===== src/rtl/fifo_uart_tx.sv =====
`default_nettype none
// ============================================================================
// Module : fifo_uart_tx
// Drains a registered-read FIFO and serialises each word as a UART frame.
// Rev    : 1.0  initial release
// ============================================================================
module fifo_uart_tx #(
   parameter int DATA_WIDTH   = 8,
   parameter int CLKS_PER_BIT = 16,
   parameter int STOP_BITS    = 1,
   parameter int PARITY_EN    = 0,
   parameter int PARITY_ODD   = 0
) (
   input  logic                  clk,
   input  logic                  rst,
   input  logic                  enable,
   input  logic                  fifo_empty,
   input  logic [DATA_WIDTH-1:0] fifo_data,
   output logic                  fifo_read_en,
   output logic                  tx,
   output logic                  busy,
   output logic                  tx_done
);

   localparam int CNT_W = (CLKS_PER_BIT > 2) ? $clog2(CLKS_PER_BIT) : 1;
   localparam int IDX_W = $clog2(DATA_WIDTH + 2);

   localparam logic [CNT_W-1:0] c_cnt_last  = CNT_W'(CLKS_PER_BIT - 1);
   localparam logic [IDX_W-1:0] c_data_last = IDX_W'(DATA_WIDTH - 1);
   localparam logic [IDX_W-1:0] c_stop_last = IDX_W'(STOP_BITS - 1);
   localparam logic             c_odd       = (PARITY_ODD != 0);

   typedef enum logic [2:0] {
      S_IDLE   = 3'd0,
      S_FETCH  = 3'd1,
      S_WAIT   = 3'd2,
      S_START  = 3'd3,
      S_DATA   = 3'd4,
      S_PARITY = 3'd5,
      S_STOP   = 3'd6
   } state_t;

   state_t                r_state, w_state_nxt;
   logic [CNT_W-1:0]      r_cnt, w_cnt_nxt;
   logic [IDX_W-1:0]      r_idx, w_idx_nxt;
   logic [DATA_WIDTH-1:0] r_shift, w_shift_nxt;
   logic                  r_parity, w_parity_nxt;
   logic                  r_done, w_done_nxt;
   logic                  w_bit_end;

   always_ff @(posedge clk or negedge rst) begin
      if (!rst) begin
         r_state  <= S_IDLE;
         r_cnt    <= '0;
         r_idx    <= '0;
         r_shift  <= '0;
         r_parity <= 1'b0;
         r_done   <= 1'b0;
      end else begin
         r_state  <= w_state_nxt;
         r_cnt    <= w_cnt_nxt;
         r_idx    <= w_idx_nxt;
         r_shift  <= w_shift_nxt;
         r_parity <= w_parity_nxt;
         r_done   <= w_done_nxt;
      end
   end

   always_comb begin
      w_state_nxt  = r_state;
      w_cnt_nxt    = '0;
      w_idx_nxt    = r_idx;
      w_shift_nxt  = r_shift;
      w_parity_nxt = r_parity;
      w_done_nxt   = 1'b0;
      w_bit_end    = (r_cnt == c_cnt_last);

      // Baud counter only runs while a bit is on the line.
      if (r_state == S_START || r_state == S_DATA ||
          r_state == S_PARITY || r_state == S_STOP) begin
         w_cnt_nxt = w_bit_end ? '0 : r_cnt + CNT_W'(1);
      end

      case (r_state)
         S_IDLE: begin
            if (enable && !fifo_empty) w_state_nxt = S_FETCH;
         end
         S_FETCH: begin
            w_state_nxt = S_WAIT;
         end
         S_WAIT: begin
            w_shift_nxt  = fifo_data;
            w_parity_nxt = (^fifo_data) ^ c_odd;
            w_state_nxt  = S_START;
         end
         S_START: begin
            if (w_bit_end) begin
               w_idx_nxt   = '0;
               w_state_nxt = S_DATA;
            end
         end
         S_DATA: begin
            if (w_bit_end) begin
               w_shift_nxt = r_shift >> 1;
               if (r_idx == c_data_last) begin
                  w_idx_nxt   = '0;
                  w_state_nxt = (PARITY_EN != 0) ? S_PARITY : S_STOP;
               end else begin
                  w_idx_nxt = r_idx + IDX_W'(1);
               end
            end
         end
         S_PARITY: begin
            if (w_bit_end) begin
               w_idx_nxt   = '0;
               w_state_nxt = S_STOP;
            end
         end
         S_STOP: begin
            // The stop phase reuses the bit index to count stop bits.
            if (w_bit_end) begin
               if (r_idx == c_stop_last) begin
                  w_idx_nxt   = '0;
                  w_done_nxt  = 1'b1;
                  w_state_nxt = S_IDLE;
               end else begin
                  w_idx_nxt = r_idx + IDX_W'(1);
               end
            end
         end
         default: begin
            w_state_nxt = S_IDLE;
         end
      endcase
   end

   always_comb begin
      tx = 1'b1;
      case (r_state)
         S_START:  tx = 1'b0;
         S_DATA:   tx = r_shift[0];
         S_PARITY: tx = r_parity;
         default:  tx = 1'b1;
      endcase
   end

   assign fifo_read_en = (r_state == S_FETCH);
   assign busy         = (r_state != S_IDLE);
   assign tx_done      = r_done;

endmodule
`default_nettype wire


===== config.mk =====
export PLATFORM = sky130hd
export DESIGN_NAME = fifo_uart_tx
export DESIGN_NICKNAME = d
export VERILOG_FILES = /design/src/rtl/fifo_uart_tx.sv
export SDC_FILE = /design/constraint.sdc
export NUM_CORES = 1
export LEC_CHECK = 0
export BUFFER_PORTS_ARGS = -buffer_cell sky130_fd_sc_hd__buf_2
export CORE_UTILIZATION = 58
export DETAILED_ROUTE_END_ITERATION = 7
export HOLD_SLACK_MARGIN = 0.05
export PLACE_DENSITY = 0.78
export SYNTH_ARGS = -nofsm -noshare
export SYNTH_HDL_FRONTEND = slang
export SYNTH_SLANG_ARGS = --single-unit

===== constraint.sdc =====
create_clock -name clk -period 4.75 [get_ports clk]
set_input_delay 0.2375 -clock clk [delete_from_list [all_inputs] [get_ports clk]]
set_output_delay 0.2375 -clock clk [all_outputs]
set_load 0.01 [all_outputs]

# Yosys cells after proc, flatten, opt, wreduce, memory -nomap -nowiden
# Index checks and enable logic that the tools add are counted.
[word_totals]
regBits = 21
output_inout_bits = 4
wordCells = 61
[classes]
addsub = 2
eq_ne = 16
muxes = 22
n_reduce_logical = 15
[op_table]
columns = ["operator", "n"]
rows = [
  ["4-bit two-way mux", 7],
  ["3-bit two-way mux", 7],
  ["3-bit one-hot mux with 7 select lines", 1],
  ["8-bit one-hot mux with 2 select lines", 1],
  ["4-bit one-hot mux with 3 select lines", 1],
  ["2-bit inequality test (second input constant)", 5],
  ["3-bit equality test (second input constant)", 3],
  ["4-bit by 1-bit adder with 4-bit output (second input constant)", 2],
  ["8-bit two-way mux", 1],
  ["8-bit XOR reduction", 1],
  ["7-bit AND reduction", 1],
  ["3-bit by 2-bit equality test with 1-bit output (second input constant)", 2],
  ["2-bit by 1-bit inequality test with 1-bit output (second input constant)", 3],
  ["3-bit nonzero test", 2],
  ["4-bit by 3-bit equality test with 1-bit output (second input constant)", 1],
  ["4-bit equality test (second input constant)", 1],
  ["4-bit zero test", 1],
  ["4-bit AND reduction", 1],
  ["3-bit by 1-bit equality test with 1-bit output (second input constant)", 1],
  ["3-bit zero test", 1],
  ["1-bit logical OR", 3],
  ["1-bit two-way mux", 3],
  ["1-bit one-hot mux with 3 select lines", 1],
  ["2-bit AND reduction", 1],
  ["other kinds (4)", 4],
]

# Depth between registers and ports, before layout
# Gate-level depths: netlist (run 1).
[depth]
word_depth = 5
mapped_depth = 6

# Least setup slack after synthesis (run 1)
# OpenSTA, ideal clock, no wires.
[synth_path]
kind = "flip-flop to flip-flop"
startpoint = "register r_cnt[0]"
endpoint = "register r_shift[0]"
arrival_time_ns = 1.533
t_required_ns = 4.625
setup_slack_ns = 3.093
stages_incl_launch_ff = 7
synth_period_minus_slack_ns = 1.657
cell_sequence = "dfrtp_1 -> ha_1 -> and3_1 -> buf_6 -> nand3_2 -> a21oi_4 -> mux2_2"
[synth_between]
elab_chain_cells = 3
[synth_rtl]
columns = ["item", "line_no", "rtl"]
rows = [
  ["start: declaration", "44", "logic [CNT_W-1:0] r_cnt, w_cnt_nxt;"],
  ["start signal: assignment", "61", "r_cnt <= w_cnt_nxt;"],
  ["4-bit equality test", "76", "w_bit_end = (r_cnt == c_cnt_last);"],
  ["2-bit inequality test (no line)", "n/a", ""],
  ["2-bit AND reduction (no line)", "n/a", ""],
  ["end signal: assignment", "63", "r_shift <= w_shift_nxt;"],
  ["end: declaration", "46", "logic [DATA_WIDTH-1:0] r_shift, w_shift_nxt;"],
]
# No other way between the ends.
# A chain may end at the register's enable or synchronous reset.

# Final worst setup path (run 1)
[layout_path]
startpoint = "register r_state[0]"
endpoint = "output port tx"
[layout_between]
elab_chain_cells = 2
[layout_rtl]
columns = ["item", "line_no", "rtl"]
rows = [
  ["start: declaration", "43", "state_t r_state, w_state_nxt;"],
  ["start signal: assignment", "60", "r_state <= w_state_nxt;"],
  ["3-bit equality test / 3-bit by 2-bit equality test with 1-bit output (equally long branches)", "139", "case (r_state)"],
  ["1-bit one-hot mux with 3 select lines *", "139", ""],
  ["end: declaration", "20", "output logic tx,"],
]
# Every way passes the cells marked *; elsewhere a longest branch is shown, timed or not.

==> summary.txt, run 1 <==
Outcome
  • Status: finished, final reports clean

STA
  • Final setup violation count: 0
  • Setup Skew: roughly 0.0027 ns
  • RSZ-0062 raised after global routing: false
  • Fin crit period: 2.20 ns
  • Total negative setup slack: 0 ns
  • Slew HR: 0.484
  • Final hold viol count: 0
  • Max Transition Viols Final: 0
  • Worst Tran Pin Value: 0.774 ns
  • F_max: roughly 450 MHz
  • Final period util: 0.463

Clocking
  • Setup bufs post-CTS: 0
  • Clock latency at the later pin of the worst-skew pair: about 0.3 ns
  • H-tree Lvls: 1
  • CTS tree: done
  • Root buffer selected by CTS: clkbuf_4
  • CTS Sinks: 21
  • Clock Pin Slew Worst Setup and Hold Paths: 0.12 ns
  • Longest Clk Path Bufs: 2
  • Num CTS Buffers: 3

Synth
  • Synth warnings: 0
  • Register area share after synthesis: 0.405
  • Synth Area per Inst: 10.4 sq um
  • Ys flop type: dfrtp_1
  • Most common cell in the netlist: dfrtp_1
  • Cell area after synthesis: 0.00130 sq mm
  • Post-synth EDFFs: 0
  • Synth area leader: dfrtp_1
  • Syn Nets: 140
  • Synth top area share: 0.405
  • Async S/R FF share, synth: 1.00
  • Synth cell count leaders: dfrtp_1, mux2_2, nand2_1
  • Flops & latches, synth: 21
  • Unique masters post-synth: 42
  • Top cells by area, synth: dfrtp_1, mux2_2, xnor2_1, ha_1, a21oi_1
  • Cells after synthesis: 125

Power
  • Power Dens Cells: 216 mW/mm^2
  • Maximum vdd drop: 0.000173 V
  • P_leak: 0.649 nW

Global route
  • Grt total ovfl: 0
  • Total GRT Usage: 0.242
  • Initial antenna violation count: 0
  • Wire length of the first global-routing pass: 4460 um
  • Number of global-route vias before repair: between 1k and 1.5k
  • Largest net degree at the start of global routing: 25

Worst setup path
  • Cell with the largest stage delay on the worst path: dfrtp_1
  • Max FO, Critical Path: 24
  • Critical Path RT: 4.51 ns
  • CP endpoint kind: primary output
  • Delay-heaviest family, CP: flip-flops
  • Crit path arrival time: 1.96 ns
  • Max incr delay on CP: around 0.86 ns
  • Crit start category: register
  • Kind of critical path: reg2out
  • CP startpoint: r_state[0]
  • Crit Reg-Reg Startpoint: r_state[0]
  • Crit-path cells: mux2_2, o31a_1, buf_2
  • Buf/Inv on CP: 1

Detailed routing
  • DR iter-0 viols: 37
  • Total number of vias: 1000
  • Avg WL per Cell: 15.6 um
  • Antenna Nets Post-Route: 0
  • Vias per cell: roughly 6.0
  • Final wirelength: around 2600 um
  • First-pass DRT Iterations: 4
  • # DRC: 0

Placed design
  • Dpl hpwl: roughly 1900 um
  • GP Congestion: 0.816
  • Placed insts: 161
  • I/O Buffers: 15

Flow run
  • Max-Cap Viols: 0

Hold path
  • HP Class: in2reg
  • Hold_sp: fifo_data[7]

Layout
  • Layout area overhead: 8.69%
  • Layout cells sized above 1: 0.281
  • Final nets: 155
  • Post-route insts no fill: 166
  • Final core utilization: 0.697
  • # diodes: 0

Floorplan
  • Die Width: approximately 49 um
  • Die area: 0.00243 sq mm
  • Core area: around 0.002 sq mm
  • # IOs: 16
  • Starting Density: 0.641
  • Site Rows: 16
  • Die Y-Extent: 49.3 um
worst reg2reg max path: stages, from the launching register on:
cell and delay [ns]:
dfrtp_1 0.86, nand3b_1 0.35, a2111oi_0 0.51, o22ai_1 0.12
nand2_1 0.09
stage by stage:
stage	instance area [sq um]	setup WS (ns)	power (mW)	hold slack (ns)
after global placement	1370	2.83	0.220	0.214
final	1410	2.55	0.304	0.240
after floorplan	1300	3.09	0.207	-0.0581
after detailed placement	1370	2.80	0.221	0.221
after CTS	1410	2.56	0.308	0.222
after global routing	1410	2.45	0.320	0.234
what timing repair did:
| action | CTS | global route |
|---|---|---|
| hold buffers | 1 | 0 |
| gates resized for setup | 0 | 0 |
| endpoints found under the hold margin | 21 | 0 |
area by class of cell:
class / instances / area (sq um)
clock buffers: 3 / 22.5
flip-flops and latches: 21 / 526
multi-input cells: 93 / 718
repair buffers: 16 / 85.1
fillers: 166 / 613
well taps: 27 / 33.8
clock inverters: 1 / 5.00
inverters: 5 / 18.8
registers in the layout, indices dropped and copies added, names as in the netlist:
register and count:
r_shift 8, r_cnt 4, r_parity 1, r_idx 4, tx_done 1, r_state 3
path summary, 6_finish.rpt:
check	to	slack, ns	depth (start not counted)
max	tx	2.55	3
min	r_shift[7]	0.24	3
max reg2reg	r_idx[3]	2.76	4
min reg2reg	r_shift[3]	0.52	1
max in group asynchronous	r_shift[3]	4.03	2
min in group asynchronous	tx_done	0.40	2
power breakdown:
group          switching [mW]  internal [mW]  total, mW  leakage (nW)
logic                  0.0133         0.0159     0.0292         0.382
clock network          0.0540         0.0314     0.0854        0.0177
registers             0.00451          0.185      0.189         0.249
total                  0.0718          0.232      0.304         0.649
placed cells by master (no fill, tap or decap), types with 4 or more instances in the layout:
cell,synthesis,layout
nor2_1,4,4
o21ai_0,4,4
inv_1,4,4
dfrtp_1,21,21
nand2_1,9,9
xnor2_1,8,8
a21oi_1,7,7
buf_2,3,15
mux2_2,15,15
kinds of logic after synthesis:
kind of cell,Yosys count,share of synthesized area
and+or+nand+nor,36,0.165
AOI/OAI and AO/OA,31,0.176
DFF,21,0.405
muxes,15,0.130
buffers and inverters,11,0.0405
xor gates and xnor gates,8,0.0541
adders and majority gates,3,0.0290
per-layer routing:
layer	GRT usage	vias to the layer above	wire, um
li1	-	488	-
met1	0.294	468	1110
met3	0.0405	10	141
met4	0.103	0	62
met2	0.418	34	1270
met5	0	-	0
Note: power is estimated with default switching activity, not from simulation.
==> run 2: changes to the inputs <==
Settings changed: CORE_UTILIZATION 58 to 56, PLACE_DENSITY 0.78 to 0.75.
Clock period 4.75 ns to 2.25 ns, I/O delays scaled along.
==> run 2 against run 1 <==
- flip-flop and latch count did not move
- clock skew is 0.0010 ns higher
- highest routed layer unchanged
- die area grew 3.4%
- critical endpoint is now r_shift[4]
- critical path depth rose by 1
- core utilization down 5.0 points
- cell count up 1.2%
- clock power grew 120%
- power increased by 110%
- sequential power rose by 110%
==> summary.txt, run 2 (synthesis gave the netlist of run 1 again) <==
STA
  • Fin crit period: approximately 2.0 ns
  • Final hold viol count: 0 (unchanged)
  • Total negative setup slack: 0 ns (unchanged)
  • F_max: around 500 MHz
  • Worst Tran Pin Value: 0.589 ns (was 0.774 ns)
  • Slew HR: 0.607 (was 0.484)
  • RSZ-0062 raised after global routing: false (unchanged)
  • Final hold slack: 0.109 ns (was 0.240 ns)
  • Final period util: 0.890
  • Final setup violation count: 0 (unchanged)
  • Setup Skew: 0.00371 ns (was 0.00268 ns)
  • Setup ws final: 0.248 ns (was 2.55 ns)
  • Max Transition Viols Final: 0 (unchanged)

Clocking
  • Num CTS Buffers: 3 (unchanged)
  • CTS tree: done (unchanged)
  • H-tree Lvls: 1 (unchanged)
  • Longest Clk Path Bufs: 2 (unchanged)
  • Clock latency at the later pin of the worst-skew pair: 0.30 ns (about the same)
  • Clock Pin Slew Worst Setup and Hold Paths: 0.12 ns (about the same)
  • Setup bufs post-CTS: 0 (unchanged)
  • Hold buffers post-CTS: 1 (unchanged)
  • Root buffer selected by CTS: clkbuf_4 (unchanged)
  • CTS Sinks: 21 (unchanged)
  • Cts repair resizes: 0 (unchanged)

Outcome
  • Status: finished, final reports clean (unchanged)

Worst setup path
  • Cell with the largest stage delay on the worst path: dfrtp_1 (unchanged)
  • Critical Path RT: 2.45 ns (was 4.51 ns)
  • Max FO, Critical Path: 14 (was 24)
  • Max incr delay on CP: 0.64 ns (was 0.86 ns)
  • CP endpoint kind: register (was primary output)
  • Kind of critical path: reg2reg (was reg2out)
  • Cells on worst reg2reg path: 4 (unchanged)
  • Crit-path cells: inv_2, nor3_4, mux2_2, mux2_2 (was mux2_2, o31a_1, buf_2)
  • Cell mode on critical path: mux2_2
  • Crit Reg-Reg Startpoint: r_state[2] (was r_state[0])
  • R2R setup slack: 0.25 ns (was 2.76 ns)
  • Crit start category: register (unchanged)
  • Buf/Inv on CP: 1 (unchanged)
  • Crit path arrival time: 2.20 ns (was 1.96 ns)
  • Worst reg2reg endpoint: r_shift[4] (was r_idx[3])
  • Delay-heaviest family, CP: multiplexers (was flip-flops)

Layout
  • Layout area overhead: 9.36% (was 8.69%)
  • Layout cells sized above 1: 0.286 (was 0.281)
  • # diodes: 0 (unchanged)
  • Most frequent cells in the layout: dfrtp_1, mux2_2, buf_2 (unchanged)
  • Commonest non-fill, non-tap cell in the layout: dfrtp_1 (unchanged)
  • Fill count: 173 (was 166)
  • Top Registers: r_shift: 8 flops, r_cnt: 4 flops, r_idx: 4 flops (unchanged)
  • Reg with most FFs: r_shift (unchanged)
  • Largest register FFs: 8 (unchanged)
  • Final nets: 156 (was 155)

Detailed routing
  • # DRC: 0 (unchanged)
  • Vias per cell: 5.95 (was 6.02)
  • First-pass DRT Iterations: 4 (unchanged)
  • Final wirelength: 2490 um (was 2590 um)
  • Total number of vias: 999 (was 1000)
  • Avg WL per Cell: 14.8 um (was 15.6 um)
  • DR iter-0 viols: 33 (was 37)
  • Antenna Nets Post-Route: 0 (unchanged)

Hold path
  • Hold EP: r_shift[7] (unchanged)
  • HP Class: in2reg (unchanged)
  • Hold Path Stages: 3 (unchanged)
  • Hold_sp: fifo_data[7] (unchanged)

Global route
  • Number of global-route vias before repair: 871 (was 1016)
  • Largest net degree at the start of global routing: 22 (was 25)
  • Total GRT Usage: 0.215 (was 0.242)
  • Wire length of the first global-routing pass: 4020 um (was 4460 um)
  • Grt total ovfl: 0 (unchanged)
  • Initial antenna violation count: 0 (unchanged)

Flow run
  • Max-Cap Viols: 0 (unchanged)

Placed design
  • Pre-CTS WS: 0.277 ns (was 2.80 ns)
  • GP Congestion: 0.787 (was 0.816)
  • I/O Buffers: 15 (unchanged)
  • Dpl hpwl: 1840 um (was 1880 um)

Floorplan
  • Die Width: 50.1 um (was 49.3 um)
  • Site Rows: 17 (was 16)
  • Die area: 0.00251 sq mm (was 0.00243 sq mm)
  • Die Y-Extent: 50.1 um (was 49.3 um)
  • Starting Density: 0.592 (was 0.641)
  • # IOs: 16 (unchanged)
  • Core area: 0.00219 sq mm (was 0.00202 sq mm)

Power
  • Maximum vdd drop: 0.000298 V (was 0.000173 V)
  • P_leak: 0.654 nW (was 0.649 nW)
  • Tot Pwr: 642 uW (was 304 uW)
  • Power Dens Cells: 453 mW/mm^2 (was 216 mW/mm^2)
## run 2: changes by cell type in the layout (fill, tap and decap cells not counted)
| cell | change |
|---|---|
| buf_4 | +1 |
## run 2: layout make-up
class	count	area, sq um	share of cell area
Multi-Input combinational cell	93	718	0.507
Sequential cell	21	526	0.371
Tap cell	28	35.0	0.0247
Inverter	5	18.8	0.0132
Clock buffer	3	22.5	0.0159
Timing Repair Buffer	17	92.6	0.0653
Clock inverter	1	5.00	0.00353
## run 2: stage by stage
| stage | instances | instance area, sq um | utilization |
|---|---|---|---|
| detailed placement | 163 | 1380 | 0.630 |
| floorplan | 125 | 1300 | - |
| global placement | 163 | 1380 | 0.630 |
| CTS | 168 | 1420 | 0.647 |
| finish | 168 | 1420 | 0.647 |
| global route | 168 | 1420 | 0.647 |
## run 2: how the worst max path moves through the flow
stage	start	end	slack (ns)	cells past startpoint
2_1_floorplan	r_cnt[0]	r_shift[0]	0.59	6
3_3_place_gp	r_state[2]	r_shift[4]	0.33	4
3_5_place_dp	r_state[2]	r_shift[4]	0.28	4
4_1_cts	r_state[2]	r_shift[4]	0.25	4
5_1_grt	r_state[2]	r_shift[4]	0.13	4
6_report	r_state[2]	r_shift[4]	0.25	4
## run 2: per-layer routing
layer / up-vias / part of all wire / GRT usage
met5: - / 0 / 0
li1: 491 / - / -
met3: 6 / 0.052 / 0.0309
met4: 0 / 0.019 / 0.105
met1: 466 / 0.45 / 0.307
met2: 36 / 0.48 / 0.316
## run 2: worst register-to-register path, cell delays in order, from the launching register on
cell and delay (ns):
dfrtp_1 0.64, inv_2 0.19, nor3_4 0.40, mux2_2 0.40, mux2_2 0.27
## run 2: power breakdown
group / switching (mW) / total (mW) / internal, mW
Sequential: 0.00772 / 0.398 / 0.390
Clock: 0.118 / 0.184 / 0.0663
Combinational: 0.0274 / 0.0609 / 0.0335
==> run 3: changes to the inputs <==
Settings changed: CORE_UTILIZATION 56 to 58, PLACE_DENSITY 0.75 to 0.78.
Clock period 2.25 ns to 2.5 ns, I/O delays scaled along.
==> run 3 against run 2 <==
- sequential share of layout area grew 0.23 points
- clock skew is 0.0022 ns higher
- final area is 0.62% lower
- count of clock-buffer cells in the layout did not move
- non-clock buffer count is 1 lower
- worst hold slack improved by 0.0043 ns
- highest routed layer unchanged
- flip-flop and latch count unchanged
==> summary.txt, run 3 (synthesis gave the netlist of run 1 again) <==
Outcome
  • Status: finished, final reports clean (unchanged)

Clocking
  • CTS tree: done (unchanged)
  • Clock latency at the later pin of the worst-skew pair: 0.31 ns (was 0.30 ns)
  • Setup bufs post-CTS: 0 (unchanged)
  • Root buffer selected by CTS: clkbuf_4 (unchanged)
  • Clock Pin Slew Worst Setup and Hold Paths: 0.12 ns (about the same)
  • Num CTS Buffers: 3 (unchanged)
  • CTS Sinks: 21 (unchanged)
  • Longest Clk Path Bufs: 2 (unchanged)
  • H-tree Lvls: 1 (unchanged)
  • Cts repair resizes: 0 (unchanged)

Worst setup path
  • Critical Path RT: 2.38 ns (was 2.45 ns)
  • Crit path arrival time: 1.97 ns (was 2.20 ns)
  • CP endpoint kind: primary output (was register)
  • Kind of critical path: reg2out (was reg2reg)
  • CP startpoint: r_state[0] (was r_state[2])
  • R2R setup slack: 0.52 ns (was 0.25 ns)
  • Crit start category: register (unchanged)
  • Cells on worst reg2reg path: 4 (unchanged)
  • Worst reg2reg endpoint: r_shift[5] (was r_shift[4])
  • Crit Reg-Reg Startpoint: r_state[2] (unchanged)
  • Max FO, Critical Path: 24 (was 14)

Layout
  • Most frequent cells in the layout: dfrtp_1, mux2_2, buf_2 (unchanged)
  • Largest register FFs: 8 (unchanged)
  • Commonest non-fill, non-tap cell in the layout: dfrtp_1 (unchanged)
  • Reg with most FFs: r_shift (unchanged)
  • Top Registers: r_shift: 8 flops, r_cnt: 4 flops, r_idx: 4 flops (unchanged)
  • # diodes: 0 (unchanged)
  • Layout area overhead: 8.69% (was 9.36%)
  • Final nets: 155 (was 156)
  • Layout cells sized above 1: 0.281 (was 0.286)

Global route
  • Number of global-route vias before repair: 986 (was 871)
  • Initial antenna violation count: 0 (unchanged)
  • Wire length of the first global-routing pass: 4490 um (was 4020 um)
  • Grt total ovfl: 0 (unchanged)
  • Largest net degree at the start of global routing: 25 (was 22)
  • Total GRT Usage: 0.246 (was 0.215)

Detailed routing
  • # DRC: 0 (unchanged)
  • Final wirelength: 2590 um (was 2490 um)
  • Vias per cell: 6.09 (was 5.95)
  • Total number of vias: 1011 (was 999)
  • Antenna Nets Post-Route: 0 (unchanged)
  • DR iter-0 viols: 38 (was 33)
  • Avg WL per Cell: 15.6 um (was 14.8 um)
  • First-pass DRT Iterations: 4 (unchanged)

Floorplan
  • Core area: 0.00202 sq mm (was 0.00219 sq mm)
  • Site Rows: 16 (was 17)
  • Starting Density: 0.641 (was 0.592)
  • # IOs: 16 (unchanged)
  • Die Width: 49.3 um (was 50.1 um)
  • Die area: 0.00243 sq mm (was 0.00251 sq mm)
  • Die Y-Extent: 49.3 um (was 50.1 um)

STA
  • Setup Skew: 0.00594 ns (was 0.00371 ns)
  • Total negative setup slack: 0 ns (unchanged)
  • Final period util: 0.838
  • Slew HR: 0.482 (was 0.607)
  • Max Transition Viols Final: 0 (unchanged)
  • RSZ-0062 raised after global routing: false (unchanged)
  • Fin crit period: around 2.1 ns
  • Worst Tran Pin Value: 0.777 ns (was 0.589 ns)
  • Final hold viol count: 0 (unchanged)
  • F_max: 477 MHz
  • Final hold slack: 0.114 ns (was 0.109 ns)
  • Final setup violation count: 0 (unchanged)

Power
  • P_leak: 0.649 nW (was 0.654 nW)
  • Maximum vdd drop: 0.000313 V (was 0.000298 V)
  • Power Dens Cells: 413 mW/mm^2 (was 453 mW/mm^2)
  • Tot Pwr: 582 uW (was 642 uW)

Hold path
  • Hold Path Stages: 3 (unchanged)
  • Hold EP: r_shift[7] (unchanged)
  • HP Class: in2reg (unchanged)
  • Hold_sp: fifo_data[7] (unchanged)

Flow run
  • Max-Cap Viols: 0 (unchanged)

Placed design
  • Dpl hpwl: 1910 um (was 1840 um)
  • I/O Buffers: 15 (unchanged)
  • GP Congestion: 0.816 (was 0.787)
==> run 3: cell types whose count changed in the layout (fill, tap and decap cells not counted), sizes merged <==
cell | previous run | this run
buf | 16 | 15
==> run 3: per-layer routing <==
metal | track usage | wire (um) | share of wire | vias to the layer above
met5 | 0 | 0 | 0 | -
met2 | 0.422 | 1330 | 0.52 | 31
li1 | - | - | - | 489
met1 | 0.314 | 1120 | 0.43 | 487
met3 | 0.0280 | 99 | 0.038 | 4
met4 | 0.0931 | 36 | 0.014 | 0
==> run 3: how the worst max path moves through the flow <==
stage                 endpoint  slack [ns]  depth (start not counted)
floorplan           r_shift[0]        0.84                          6
global placement    r_shift[4]        0.58                          4
detailed placement  r_shift[5]        0.54                          4
CTS                         tx        0.40                          3
global route                tx        0.30                          3
finish                      tx        0.40                          3
==> run 3: layout make-up <==
class	instances	area, sq um
tap	27	33.8
clock inverter	1	5.00
clock buffer	3	22.5
inverter	5	18.8
sequential	21	526
fill	173	613
timing repair buffer	16	85.1
multi-input combinational	93	718
==> run 3: where the power goes <==
| part | switching [mW] | total [mW] | internal (mW) | leakage [nW] |
|---|---|---|---|---|
| Sequential | 0.00688 | 0.358 | 0.351 | 0.249 |
| Combinational | 0.0256 | 0.0558 | 0.0302 | 0.382 |
| Clock | 0.108 | 0.168 | 0.0598 | 0.0177 |
| Total | 0.141 | 0.582 | 0.441 | 0.649 |
==> run 3: repair_timing <==
item / 4_1_cts / 5_1_grt
setup endpoints to repair: 0 / 0
hold endpoints to repair: 21 / 0
hold buffers: 1 / 0
==> run 3: metrics by stage <==
step                worst slack [ns]  instance area [sq um]  cells  utilization
floorplan                      0.843                   1300    125            -
global placement               0.582                   1370    161        0.678
detailed placement             0.537                   1370    161        0.678
CTS                            0.402                   1410    166        0.697
global route                   0.303                   1410    166        0.697
finish                         0.405                   1410    166        0.697
==> run 3: critical path, cell delays in order, from the launching register on <==
cell	delay, ns
dfrtp_1	0.86
mux2_2	0.42
o31a_1	0.24
buf_2	0.14
